==> src/rtl/mmio_port_responder_pkg.sv <==
// Shared definitions for the MMIO port responder: register offsets, FSM
// state encoding, default window base and the address-decode helper.
package mmio_port_responder_pkg;

  localparam logic [31:0] DEFAULT_BASE_ADDR = 32'hFFFF_0000;

  localparam logic [1:0] OFS_PORT_OUT = 2'd0;
  localparam logic [1:0] OFS_PORT_IN  = 2'd1;
  localparam logic [1:0] OFS_STATUS   = 2'd2;
  localparam logic [1:0] OFS_CYCLES   = 2'd3;

  typedef enum logic [1:0] {
    ST_IDLE = 2'd0,
    ST_WAIT = 2'd1,
    ST_RESP = 2'd2
  } mmioState;

  // Word-aligned access inside the 16-byte window; address bits [3:2] select the register.
  function automatic logic addrHit(input logic [27:0] addrHi, input logic [1:0] addrLo,
                                   input logic [27:0] baseHi);
    return (addrHi == baseHi) && (addrLo == 2'b00);
  endfunction

endpackage

==> src/rtl/mmio_port_responder_input_synchronizer.sv <==
// Multi-flop synchronizer for an asynchronous bus, with a one-cycle pulse
// whenever the value about to enter the last stage differs from the last stage.
module input_synchronizer #(
  parameter int WIDTH  = 8,
  parameter int STAGES = 2
) (
  input  logic             clk,
  input  logic             reset,
  input  logic [WIDTH-1:0] asyncIn,
  output logic [WIDTH-1:0] syncData,
  output logic             changePulse
);

  logic [STAGES-1:0][WIDTH-1:0] stageReg;

  always_ff @(posedge clk) begin
    if (reset) begin
      stageReg <= '0;
    end else begin
      stageReg <= {stageReg[STAGES-2:0], asyncIn};
    end
  end

  assign syncData    = stageReg[STAGES-1];
  assign changePulse = (stageReg[STAGES-1] != stageReg[STAGES-2]);

endmodule

==> src/rtl/mmio_port_responder.sv <==
// MMIO responder for the MIPS core: PortOut/PortIn registers, sticky input-change
// flag and a writable cycle counter behind a req/rsp handshake with wait states.
module mmio_port_responder
  import mmio_port_responder_pkg::*;
#(
  parameter logic [31:0] BASE_ADDR   = DEFAULT_BASE_ADDR,
  parameter int          WAIT_STATES = 1,
  parameter int          SYNC_STAGES = 2
) (
  input  logic        clk,
  input  logic        reset,
  input  logic        req_valid,
  input  logic        req_write,
  input  logic [31:0] req_addr,
  input  logic [31:0] req_wdata,
  output logic        req_ready,
  output logic        rsp_valid,
  output logic [31:0] rsp_rdata,
  output logic        rsp_error,
  input  logic [7:0]  port_in,
  output logic [31:0] port_out,
  output logic        in_change_irq
);

  localparam logic [3:0] WAIT_LOAD = (WAIT_STATES > 0) ? 4'(WAIT_STATES - 1) : 4'd0;

  mmioState    stateReg, stateNext;
  logic [3:0]  waitCntReg, waitCntNext;
  logic        accept, enterResp;

  logic        capWriteReg, capHitReg;
  logic [1:0]  capOfsReg;
  logic [31:0] portOutReg, cyclesReg, rspRdataReg;
  logic        changedReg, rspErrorReg;

  logic [7:0]  syncData;
  logic        syncChange;
  logic        reqHit, wrCommit;
  logic [1:0]  reqOfs;
  logic        respWrite, respHit;
  logic [1:0]  respOfs;
  logic [31:0] readData;

  input_synchronizer #(
    .WIDTH (8),
    .STAGES(SYNC_STAGES)
  ) portInSync (
    .clk        (clk),
    .reset      (reset),
    .asyncIn    (port_in),
    .syncData   (syncData),
    .changePulse(syncChange)
  );

  assign reqHit   = addrHit(req_addr[31:4], req_addr[1:0], BASE_ADDR[31:4]);
  assign reqOfs   = req_addr[3:2];
  assign wrCommit = accept && req_write && reqHit;

  always_ff @(posedge clk) begin
    if (reset) begin
      stateReg   <= ST_IDLE;
      waitCntReg <= '0;
    end else begin
      stateReg   <= stateNext;
      waitCntReg <= waitCntNext;
    end
  end

  always_comb begin
    stateNext   = stateReg;
    waitCntNext = waitCntReg;
    accept      = 1'b0;
    enterResp   = 1'b0;
    case (stateReg)
      ST_IDLE: begin
        if (req_valid) begin
          accept = 1'b1;
          if (WAIT_STATES == 0) begin
            stateNext = ST_RESP;
            enterResp = 1'b1;
          end else begin
            stateNext   = ST_WAIT;
            waitCntNext = WAIT_LOAD;
          end
        end
      end
      ST_WAIT: begin
        if (waitCntReg == 4'd0) begin
          stateNext = ST_RESP;
          enterResp = 1'b1;
        end else begin
          waitCntNext = waitCntReg - 4'd1;
        end
      end
      ST_RESP: stateNext = ST_IDLE;
      default: stateNext = ST_IDLE;
    endcase
  end

  always_comb begin
    // With no wait states the response is built on the accept edge, straight from the bus.
    if (stateReg == ST_IDLE) begin
      respWrite = req_write;
      respHit   = reqHit;
      respOfs   = reqOfs;
    end else begin
      respWrite = capWriteReg;
      respHit   = capHitReg;
      respOfs   = capOfsReg;
    end
    case (respOfs)
      OFS_PORT_OUT: readData = portOutReg;
      OFS_PORT_IN:  readData = {24'd0, syncData};
      OFS_STATUS:   readData = {31'd0, changedReg};
      default:      readData = cyclesReg;
    endcase
  end

  always_ff @(posedge clk) begin
    if (reset) begin
      capWriteReg <= 1'b0;
      capHitReg   <= 1'b0;
      capOfsReg   <= '0;
      portOutReg  <= '0;
      cyclesReg   <= '0;
      changedReg  <= 1'b0;
      rspRdataReg <= '0;
      rspErrorReg <= 1'b0;
    end else begin
      if (accept) begin
        capWriteReg <= req_write;
        capHitReg   <= reqHit;
        capOfsReg   <= reqOfs;
      end
      if (wrCommit && reqOfs == OFS_PORT_OUT) begin
        portOutReg <= req_wdata;
      end
      if (wrCommit && reqOfs == OFS_CYCLES) begin
        cyclesReg <= req_wdata;
      end else begin
        cyclesReg <= cyclesReg + 32'd1;
      end
      // A new input change beats a simultaneous write-1-to-clear.
      if (syncChange) begin
        changedReg <= 1'b1;
      end else if (wrCommit && reqOfs == OFS_STATUS && req_wdata[0]) begin
        changedReg <= 1'b0;
      end
      if (enterResp) begin
        rspErrorReg <= !respHit;
        rspRdataReg <= (respWrite || !respHit) ? 32'd0 : readData;
      end else begin
        rspErrorReg <= 1'b0;
        rspRdataReg <= '0;
      end
    end
  end

  assign req_ready     = (stateReg == ST_IDLE);
  assign rsp_valid     = (stateReg == ST_RESP);
  assign rsp_rdata     = rspRdataReg;
  assign rsp_error     = rspErrorReg;
  assign port_out      = portOutReg;
  assign in_change_irq = changedReg;

endmodule

==> config.mk <==
export PLATFORM = sky130hd
export DESIGN_NAME = mmio_port_responder
export DESIGN_NICKNAME = d
export VERILOG_FILES = /design/src/rtl/mmio_port_responder_pkg.sv /design/src/rtl/mmio_port_responder_input_synchronizer.sv /design/src/rtl/mmio_port_responder.sv
export SDC_FILE = /design/constraint.sdc
export NUM_CORES = 1
export LEC_CHECK = 0
export CAP_MARGIN = 30
export CORE_MARGIN = 8
export CORE_UTILIZATION = 30
export DETAILED_ROUTE_END_ITERATION = 12
export GPL_ROUTABILITY_DRIVEN = 0
export GPL_TIMING_DRIVEN = 0
export PLACE_DENSITY = 0.59
export SYNTH_ARGS = -nofsm -noshare
export SYNTH_HDL_FRONTEND = slang
export SYNTH_SLANG_ARGS = --single-unit
==> constraint.sdc <==
create_clock -name clk -period 2.1 [get_ports clk]
set_clock_uncertainty 0.15 [all_clocks]
set_input_delay 0.525 -clock clk [delete_from_list [all_inputs] [get_ports clk]]
set_output_delay 0.525 -clock clk [all_outputs]
set_load 0.05 [all_outputs]
==> run summary, run 1 <==
Crit-path slowest cell -> dlygate4sd2_1
Post-synth top flop -> dfxtp_1
total wire length -> 16400 um
critical path's top delay family -> buffers and inverters
Routed WL per cell -> 17.4 um
Tot Pwr -> 6.28 mW
fin crit period -> 2.06 ns
CTS tree -> built
Ant. Diodes -> 0
NumNets Final -> 783
critical-path maximum fanout -> 3
via count of the routed design -> 4456
dpl cell area -> 7020 um2
dpl hpwl -> 11900 um
Avg Inst Size Synth -> 10.2 um2
leading post-synthesis cells by cell area -> dfxtp_1, a211oi_2, nor2_1
via count of the first global-routing pass -> 4702
GRT Overall Usage -> 0.144
clock network latency to the later pin of the worst-skew pair -> 0.42 ns
DRC Markers -> 0
Slew Limit Fails -> 0
initial antenna violation count -> 1
Post-synth ARST share -> 0
CP required -> 1.42 ns
DIE WIDTH -> 149 um
Pleak -> 3.69 nW
drt first pass iters -> 4
Peak Freq -> 0.486 GHz
outcome -> complete, no violations
number of vias per cell -> 4.73
GRT overflow -> 0
measured slew at the worst slew-check pin -> 0.766 ns
first-pass GRT wire length -> 24900 um
cell taking the most area after synthesis -> dfxtp_1
Synth Cell Area -> 5310 um2
synthesized flop and latch total -> 124
Die H -> 149 um
WP buf/inv -> 1
final period utilization -> 0.979
Clock Tree Buf Depth -> 2
Ys Warns -> 0
row count -> 48
total CTS buffers -> 17
First DRT Iteration DRCs -> 217
Cells after Synth -> 522
Max-Cap Viols -> 0
Finished Cell Area -> 8140 um2
IR drop worst, VDD -> 586 uV
initial core utilization -> 0.307
Worst-path clk slew -> 0.06 ns
CTS Root Cell -> clkbuf_16
Pwr per Cell Area -> 772 nW/um2
crit path capture type -> primary output
slowest stage delay, CP -> 0.58 ns
Critical Path Start Type -> flop
Antenna Violating Nets Remaining -> 0
CP arrival -> 1.38 ns
top-count cell post-synth -> dfxtp_1
Core Region -> 17300 um2
CTS sink count -> 124
Netlist cell types -> 43
Syn Nets -> 600
share of layout cells above drive strength 1 -> 0.209
Setup Crit Path Kind -> flop to primary output
Final Hold Vio Count -> 0
normalized max-slew margin -> 0.490
Hold Path Class -> flop to flop
Layout Area Growth over Synthesis -> 53.3%
share of the synthesized area in the top cell type -> 0.468
sequential fraction of the synthesis area -> 0.468
critical path, cell by cell -> dlygate4sd2_1
H-tree levels -> 4
IO buf count -> 142
number of synthesized flops with an enable pin -> 0
Setup TNS Final -> 0 ns
DIE AREA -> 22200 um2
unrepaired setup endpoints after global routing -> no
endpoints failing setup -> 0
most frequent cells after synthesis -> dfxtp_1, nor2_1, mux2i_1
largest net degree at the start of global routing -> 17
I/O Pins -> 144
[power by group]
group	internal [mW]	switching [mW]	total (mW)
Sequential	2.41	0.0485	2.46
Combinational	0.374	0.439	0.814
Clock	1.90	1.10	3.00
Total	4.69	1.59	6.28
[per-stage QoR]
step	util	hold WS, ns	cells	setup slack (ns)
2_1_floorplan	-	0.257	522	-0.0149
3_3_place_gp	0.406	0.284	889	-0.851
3_5_place_dp	0.406	0.299	889	-0.908
4_1_cts	0.452	0.308	935	-0.0160
5_1_grt	0.470	0.331	943	0.00147
6_report	0.470	0.312	943	0.0437
[per-layer routing]
layer / up-vias / wire length, um / track usage
met5: - / 13 / 0
met4: 2 / 273 / 0.0525
met3: 23 / 1090 / 0.0552
met2: 105 / 8110 / 0.244
met1: 2112 / 6880 / 0.163
li1: 2214 / - / -
[cell usage in the layout, fill, tap and decap left out, types with 5 or more instances in the layout]
cell type	count
clkinv_4	5
dlymetal6s2s_1	14
xor2_1	31
clkbuf_16	23
mux2i_1	36
and3_1	8
nor3_1	6
xnor2_1	10
nor2_4	7
buf_12	5
buf_2	5
dlygate4sd2_1	75
nor2_2	6
clkbuf_1	11
a22oi_1	29
clkdlybuf4s50_1	50
nand4_1	8
nor2b_1	21
buf_6	5
a211oi_2	32
mux2_1	7
nand3_1	14
nor2_1	93
dfxtp_1	122
buf_4	20
nand2_1	11
[state kept, by name (all words and copies together) (netlist names)]
register / count
port_out: 32
rsp_error: 1
in_change_irq: 1
portInSync.stageReg: 8
rsp_rdata: 32
capOfsReg: 2
stateReg: 2
capHitReg: 1
portInSync.syncData: 8
waitCntReg: 4
cyclesReg: 32
capWriteReg: 1
[worst reg2reg max path: stages (launching register included)]
cell	delay, ns
dfxtp_1	0.29
buf_4	0.17
nor2_4	0.15
mux2_4	0.34
nor2b_1	0.15
buf_2	0.17
buf_4	0.19
a22oi_1	0.25
nor2_1	0.06
[final timing paths]
path,endpoint,depth (start not counted),startpoint,slack (ns)
max,port_out[14],1,port_out[14]$_SDFFE_PP0P_,0.04
min,rsp_error$_SDFF_PP0_,1,capHitReg$_SDFFE_PP0N_,0.31
max reg2reg,rsp_rdata[18]$_SDFF_PP0_,8,stateReg[1]$_SDFFE_PP0P_,0.07
min reg2reg,rsp_error$_SDFF_PP0_,1,capHitReg$_SDFFE_PP0N_,0.31
[cell families after synthesis]
| kind of cell | after synthesis | synth area share |
|---|---|---|
| AOI/OAI and AO/OA | 71 | 0.129 |
| DFF | 124 | 0.468 |
| xor gates and xnor gates | 41 | 0.0677 |
| adders and majority gates | 2 | 0.00471 |
| muxes | 45 | 0.0898 |
| buffers and inverters | 34 | 0.0302 |
| and+or+nand+nor | 205 | 0.211 |
[cell type report]
class,instances,area (um2)
timing repair buffer,165,1640
fill,1660,9160
inverter,3,11.3
clock inverter,13,168
buffer,30,253
clock buffer,19,443
tap,225,282
sequential,124,2480
multi-input combinational,364,2860
[what timing repair did]
item / in CTS / in global routing
hold buffers: 0 / 0
gates resized for setup: 132 / 45
setup buffers: 14 / 4
endpoints found under the setup margin: 165 / 98
pin swaps: 11 / 15
gates cloned: 1 / 4
No activity file was read; power rests on OpenSTA's default activity.
==> run 2, diff against run 1 <==
GPL_TIMING_DRIVEN = unset   (was 0)
SLEW_MARGIN = 10   (was unset)
==> run 2 against run 1 <==
  * Flip-flop and latch count is the same
  * Critical endpoint is now port_out[13]$_SDFFE_PP0P_
  * Global-route usage shrank 0.64 points
  * Utilization shrank 1.7 points
  * Sequential share of layout area grew 1.1 points
  * Clock power grew 2%
==> run summary, run 2 (same netlist as run 1, synthesis figures left out) <==
Ant. Diodes -> 0 (unchanged)
IR drop worst, VDD -> 666 uV (was 586 uV)
R2R cell count -> 6 (was 8)
DRC Markers -> 0 (unchanged)
Final Hold Vio Count -> 0 (unchanged)
dpl hpwl -> 10800 um (was 11900 um)
fin worst setup slack -> 0.0617 ns (was 0.0437 ns)
CTS Root Cell -> clkbuf_16 (unchanged)
Non-Filler Instances -> 925 (was 943)
I/O Pins -> 144 (unchanged)
clock network latency to the later pin of the worst-skew pair -> 0.42 ns (about the same)
total CTS buffers -> 17 (unchanged)
slowest stage delay, CP -> 0.41 ns (was 0.58 ns)
first-pass GRT wire length -> 24200 um (was 24900 um)
via count of the first global-routing pass -> 4729 (was 4702)
Finished Cell Area -> 7840 um2 (was 8140 um2)
Layout Area Growth over Synthesis -> 47.7% (was 53.3%)
via count of the routed design -> 4446 (was 4456)
NumNets Final -> 765 (was 783)
fin crit period -> 2.04 ns (was 2.06 ns)
Pleak -> 3.46 nW (was 3.69 nW)
CTS tree -> built (unchanged)
DIE WIDTH -> 149 um (unchanged)
initial antenna violation count -> 1 (unchanged)
measured slew at the worst slew-check pin -> 0.496 ns (was 0.766 ns)
CTS sink count -> 124 (unchanged)
CP required -> 2.24 ns (was 1.42 ns)
Setup Crit Path Kind -> input pin to flop (was flop to primary output)
Worst path depth -> 8 (was 1)
GRT Overall Usage -> 0.138 (was 0.144)
CP arrival -> 2.17 ns (was 1.38 ns)
placed cells -> 889 (unchanged)
total wire length -> 15400 um (was 16400 um)
Core Region -> 17300 um2 (unchanged)
normalized max-slew margin -> 0.670 (was 0.490)
Worst-path clk slew -> 0.06 ns (about the same)
Peak Freq -> 0.491 GHz (was 0.486 GHz)
most frequent cells in the layout -> dfxtp_1, nor2_1, buf_4 (was dfxtp_1, nor2_1, dlygate4sd2_1)
unrepaired setup endpoints after global routing -> yes (was no)
dpl cell area -> 7070 um2 (was 7020 um2)
IO buf count -> 143 (was 142)
share of layout cells above drive strength 1 -> 0.269 (was 0.209)
Max-Cap Viols -> 0 (unchanged)
most common cell after layout, fill and taps aside -> dfxtp_1 (unchanged)
pre-CTS setup slack -> -0.403 ns (was -0.908 ns)
outcome -> complete, no violations (unchanged)
critical-path maximum fanout -> 9 (was 3)
Fill cells -> 1634 (was 1660)
Min-Delay Path Depth -> 1 (unchanged)
DIE AREA -> 22200 um2 (unchanged)
critical path's top delay family -> buffers and inverters (unchanged)
Clock Tree Buf Depth -> 2 (unchanged)
crit path capture type -> flop (was primary output)
Die H -> 149 um (unchanged)
First DRT Iteration DRCs -> 125 (was 217)
H-tree levels -> 4 (unchanged)
number of vias per cell -> 4.81 (was 4.73)
endpoints failing setup -> 0 (unchanged)
GRT overflow -> 0 (unchanged)
final period utilization -> 0.971 (was 0.979)
largest net degree at the start of global routing -> 91 (was 17)
Hold Path Class -> flop to flop (unchanged)
Antenna Violating Nets Remaining -> 0 (unchanged)
critical path, cell by cell -> clkdlybuf4s50_1 -> nor4bb_1 -> and4_1 -> buf_6 -> nand4_4 -> clkbuf_16 -> mux2i_1 -> nor2_1 (was dlygate4sd2_1)
Pwr per Cell Area -> 809 nW/um2 (was 772 nW/um2)
drt first pass iters -> 4 (unchanged)
row count -> 48 (unchanged)
WP buf/inv -> 3 (was 1)
initial core utilization -> 0.307 (unchanged)
Critical Path Start Type -> input pin (was flop)
Routed WL per cell -> 16.6 um (was 17.4 um)
Crit-path slowest cell -> clkdlybuf4s50_1 (was dlygate4sd2_1)
Slew Limit Fails -> 0 (unchanged)
run 2: repair_timing:
| action | 4_1_cts | 5_1_grt |
|---|---|---|
| setup endpoints to repair | 1 | 63 |
| hold buffers | 0 | 0 |
| cloned | 0 | 2 |
| buffers inserted | 0 | 2 |
| pin swaps | 0 | 10 |
| resized for setup | 1 | 22 |
| endpoints found under the hold margin | 0 | 0 |
run 2: where the power goes:
part           total, mW  internal (mW)  switching, mW
Combinational      0.834          0.403          0.431
Sequential          2.46           2.41         0.0464
Clock               3.05           1.93           1.12
run 2: final cells by class:
| class | count | area [um2] | area share |
|---|---|---|---|
| sequential | 124 | 2480 | 0.317 |
| multi-input combinational | 364 | 2710 | 0.346 |
| clock buffer | 19 | 453 | 0.0578 |
| tap | 225 | 282 | 0.0359 |
| inverter | 3 | 11.3 | 0.00144 |
| timing repair buffer | 177 | 1740 | 0.221 |
| clock inverter | 13 | 165 | 0.0211 |
run 2: per-stage QoR:
stage / power (mW) / TNS (ns) / utilization / hold WS, ns
floorplan: 2.94 / -0.297 / - / 0.257
global placement: 3.33 / -32.44 / 0.409 / 0.275
detailed placement: 3.35 / -32.97 / 0.409 / 0.282
CTS: 6.42 / 0 / 0.445 / 0.291
global route: 6.61 / -0.152 / 0.453 / 0.309
finish: 6.34 / 0 / 0.453 / 0.288
run 2: layer usage:
layer,global-route usage,up-vias,part of all wire
met5,0,-,0.00085
met2,0.228,109,0.48
met4,0.0570,2,0.023
met1,0.160,2139,0.44
li1,-,2164,-
met3,0.0482,32,0.059
run 2: worst paths after layout:
path	from	end	slack, ns
worst max-delay path	req_addr[15]	port_out[13]$_SDFFE_PP0P_	0.06
worst min-delay path	capHitReg$_SDFFE_PP0N_	rsp_error$_SDFF_PP0_	0.29
worst max register to register	stateReg[0]$_SDFFE_PP0P_	rsp_rdata[12]$_SDFF_PP0_	0.15
worst min register to register	capHitReg$_SDFFE_PP0N_	rsp_error$_SDFF_PP0_	0.29
==> run 3, diff against run 2 <==
SETUP_SLACK_MARGIN = 0.15   (was unset)
==> run 3 against run 2 <==
  * Power grew 2.3%
  * First-iteration DRC count up 54%
  * Die area unchanged
  * Cell area rose by 5.8%
  * Largest power group unchanged
==> run summary, run 3 (same netlist as run 1, synthesis figures left out) <==
Ant. Diodes -> 0 (unchanged)
share of layout cells above drive strength 1 -> 0.379 (was 0.269)
Finished Cell Area -> 8290 um2 (was 7840 um2)
number of vias per cell -> 4.79 (was 4.81)
Critical Path Start Type -> flop (was input pin)
Hold Path Class -> input pin to flop (was flop to flop)
R2R cell count -> 8 (was 6)
crit path capture type -> flop (unchanged)
via count of the first global-routing pass -> 4991 (was 4729)
GRT overflow -> 0 (unchanged)
Antenna Violating Nets Remaining -> 0 (unchanged)
Pwr per Cell Area -> 782 nW/um2 (was 809 nW/um2)
I/O Pins -> 144 (unchanged)
Critical Path Start -> waitCntReg[0]$_SDFFE_PP0P_ (was req_addr[15])
largest net degree at the start of global routing -> 91 (unchanged)
row count -> 48 (unchanged)
DIE WIDTH -> 149 um (unchanged)
critical-path maximum fanout -> 13 (was 9)
drt first pass iters -> 4 (unchanged)
CP arrival -> 2.11 ns (was 2.17 ns)
CTS tree -> built (unchanged)
via count of the routed design -> 4543 (was 4446)
fin crit period -> 1.92 ns (was 2.04 ns)
Non-Filler Instances -> 948 (was 925)
endpoints failing setup -> 0 (unchanged)
measured slew at the worst slew-check pin -> 0.536 ns (was 0.496 ns)
Layout Area Growth over Synthesis -> 56.2% (was 47.7%)
Slew Limit Fails -> 0 (unchanged)
CTS sink count -> 124 (unchanged)
GRT Overall Usage -> 0.148 (was 0.138)
IO buf count -> 143 (unchanged)
unrepaired setup endpoints after global routing -> yes (unchanged)
Routed WL per cell -> 17.3 um (was 16.6 um)
R2R Path Start -> waitCntReg[0]$_SDFFE_PP0P_ (was stateReg[0]$_SDFFE_PP0P_)
Clock Tree Buf Depth -> 2 (unchanged)
H-tree levels -> 4 (unchanged)
Final Hold Vio Count -> 0 (unchanged)
Setup Crit Path Kind -> flop to flop (was input pin to flop)
CP required -> 2.29 ns (was 2.24 ns)
Die H -> 149 um (unchanged)
DIE AREA -> 22200 um2 (unchanged)
most frequent cells in the layout -> dfxtp_1, nor2_1, buf_4 (unchanged)
initial antenna violation count -> 0 (was 1)
IR drop worst, VDD -> 589 uV (was 666 uV)
placed cells -> 890 (was 889)
normalized max-slew margin -> 0.642 (was 0.670)
NumNets Final -> 788 (was 765)
Setup TNS Final -> 0 ns (unchanged)
final period utilization -> 0.915 (was 0.971)
Core Region -> 17300 um2 (unchanged)
DRC Markers -> 0 (unchanged)
hold_buf cts -> 0 (unchanged)
hold path start -> reset (was capHitReg$_SDFFE_PP0N_)
Max-Cap Viols -> 0 (unchanged)
total CTS buffers -> 17 (unchanged)
Peak Freq -> 0.520 GHz (was 0.491 GHz)
dpl hpwl -> 10700 um (was 10800 um)
Pleak -> 3.53 nW (was 3.46 nW)
outcome -> complete, no violations (unchanged)
total wire length -> 16400 um (was 15400 um)
Fill cells -> 1616 (was 1634)
dpl cell area -> 7250 um2 (was 7070 um2)
First DRT Iteration DRCs -> 193 (was 125)
most common cell after layout, fill and taps aside -> dfxtp_1 (unchanged)
clock network latency to the later pin of the worst-skew pair -> 0.42 ns (about the same)
Worst Hold Slack -> 0.289 ns (was 0.288 ns)
CTS Root Cell -> clkbuf_16 (unchanged)
Min-Delay Path Depth -> 3 (was 1)
first-pass GRT wire length -> 26000 um (was 24200 um)
Worst-path clk slew -> 0.06 ns (about the same)
initial core utilization -> 0.307 (unchanged)
==> run 3: per-stage QoR <==
| step | worst slack (ns) | total power [mW] | util |
|---|---|---|---|
| 3_5_place_dp | -0.520 | 3.43 | 0.419 |
| 2_1_floorplan | 0.0416 | 2.99 | - |
| 5_1_grt | 0.0619 | 6.72 | 0.479 |
| 6_report | 0.178 | 6.49 | 0.479 |
| 4_1_cts | 0.153 | 6.48 | 0.474 |
| 3_3_place_gp | -0.459 | 3.41 | 0.419 |
==> run 3: routing by layer <==
metal | wire length [um] | vias up | GRT usage
met1 | 7150 | 2197 | 0.174
met5 | 0 | - | 0
li1 | - | 2219 | -
met3 | 792 | 20 | 0.0419
met2 | 8170 | 107 | 0.251
met4 | 283 | 0 | 0.0606
==> run 3: layout make-up <==
cell class	instances	area [um2]	area share
Clock inverter	14	146	0.0177
Clock buffer	18	439	0.0530
Inverter	3	11.3	0.00136
Sequential cell	124	2500	0.301
Timing Repair Buffer	199	1950	0.236
Tap cell	225	282	0.0340
Multi-Input combinational cell	365	2960	0.357
==> run 3: what timing repair did <==
item | 4_1_cts | 5_1_grt
cloned | 8 | 1
buffers inserted | 13 | 4
pin swaps | 17 | 19
setup endpoints to repair | 99 | 86
resized for setup | 66 | 58
==> run 3: worst max-delay path, stage by stage (launching register included) <==
cell and delay [ns]:
dfxtp_1 0.33, inv_1 0.07, ha_1 0.17, nor3b_2 0.21, nor4bb_2 0.33, buf_4 0.17, o21ai_2 0.10, buf_12 0.18
nor2_1 0.14
==> run 3: path summary, 6_finish.rpt <==
path,to,slack (ns)
min reg2reg,rsp_error$_SDFF_PP0_,0.30
min,stateReg[1]$_SDFFE_PP0P_,0.29
max reg2reg,rsp_rdata[14]$_SDFF_PP0_,0.18
max,rsp_rdata[14]$_SDFF_PP0_,0.18
==> run 3: power by group <==
part	total, mW	internal, mW	switching [mW]
Sequential	2.47	2.42	0.0549
Combinational	1.13	0.584	0.548
Clock	2.89	1.77	1.11
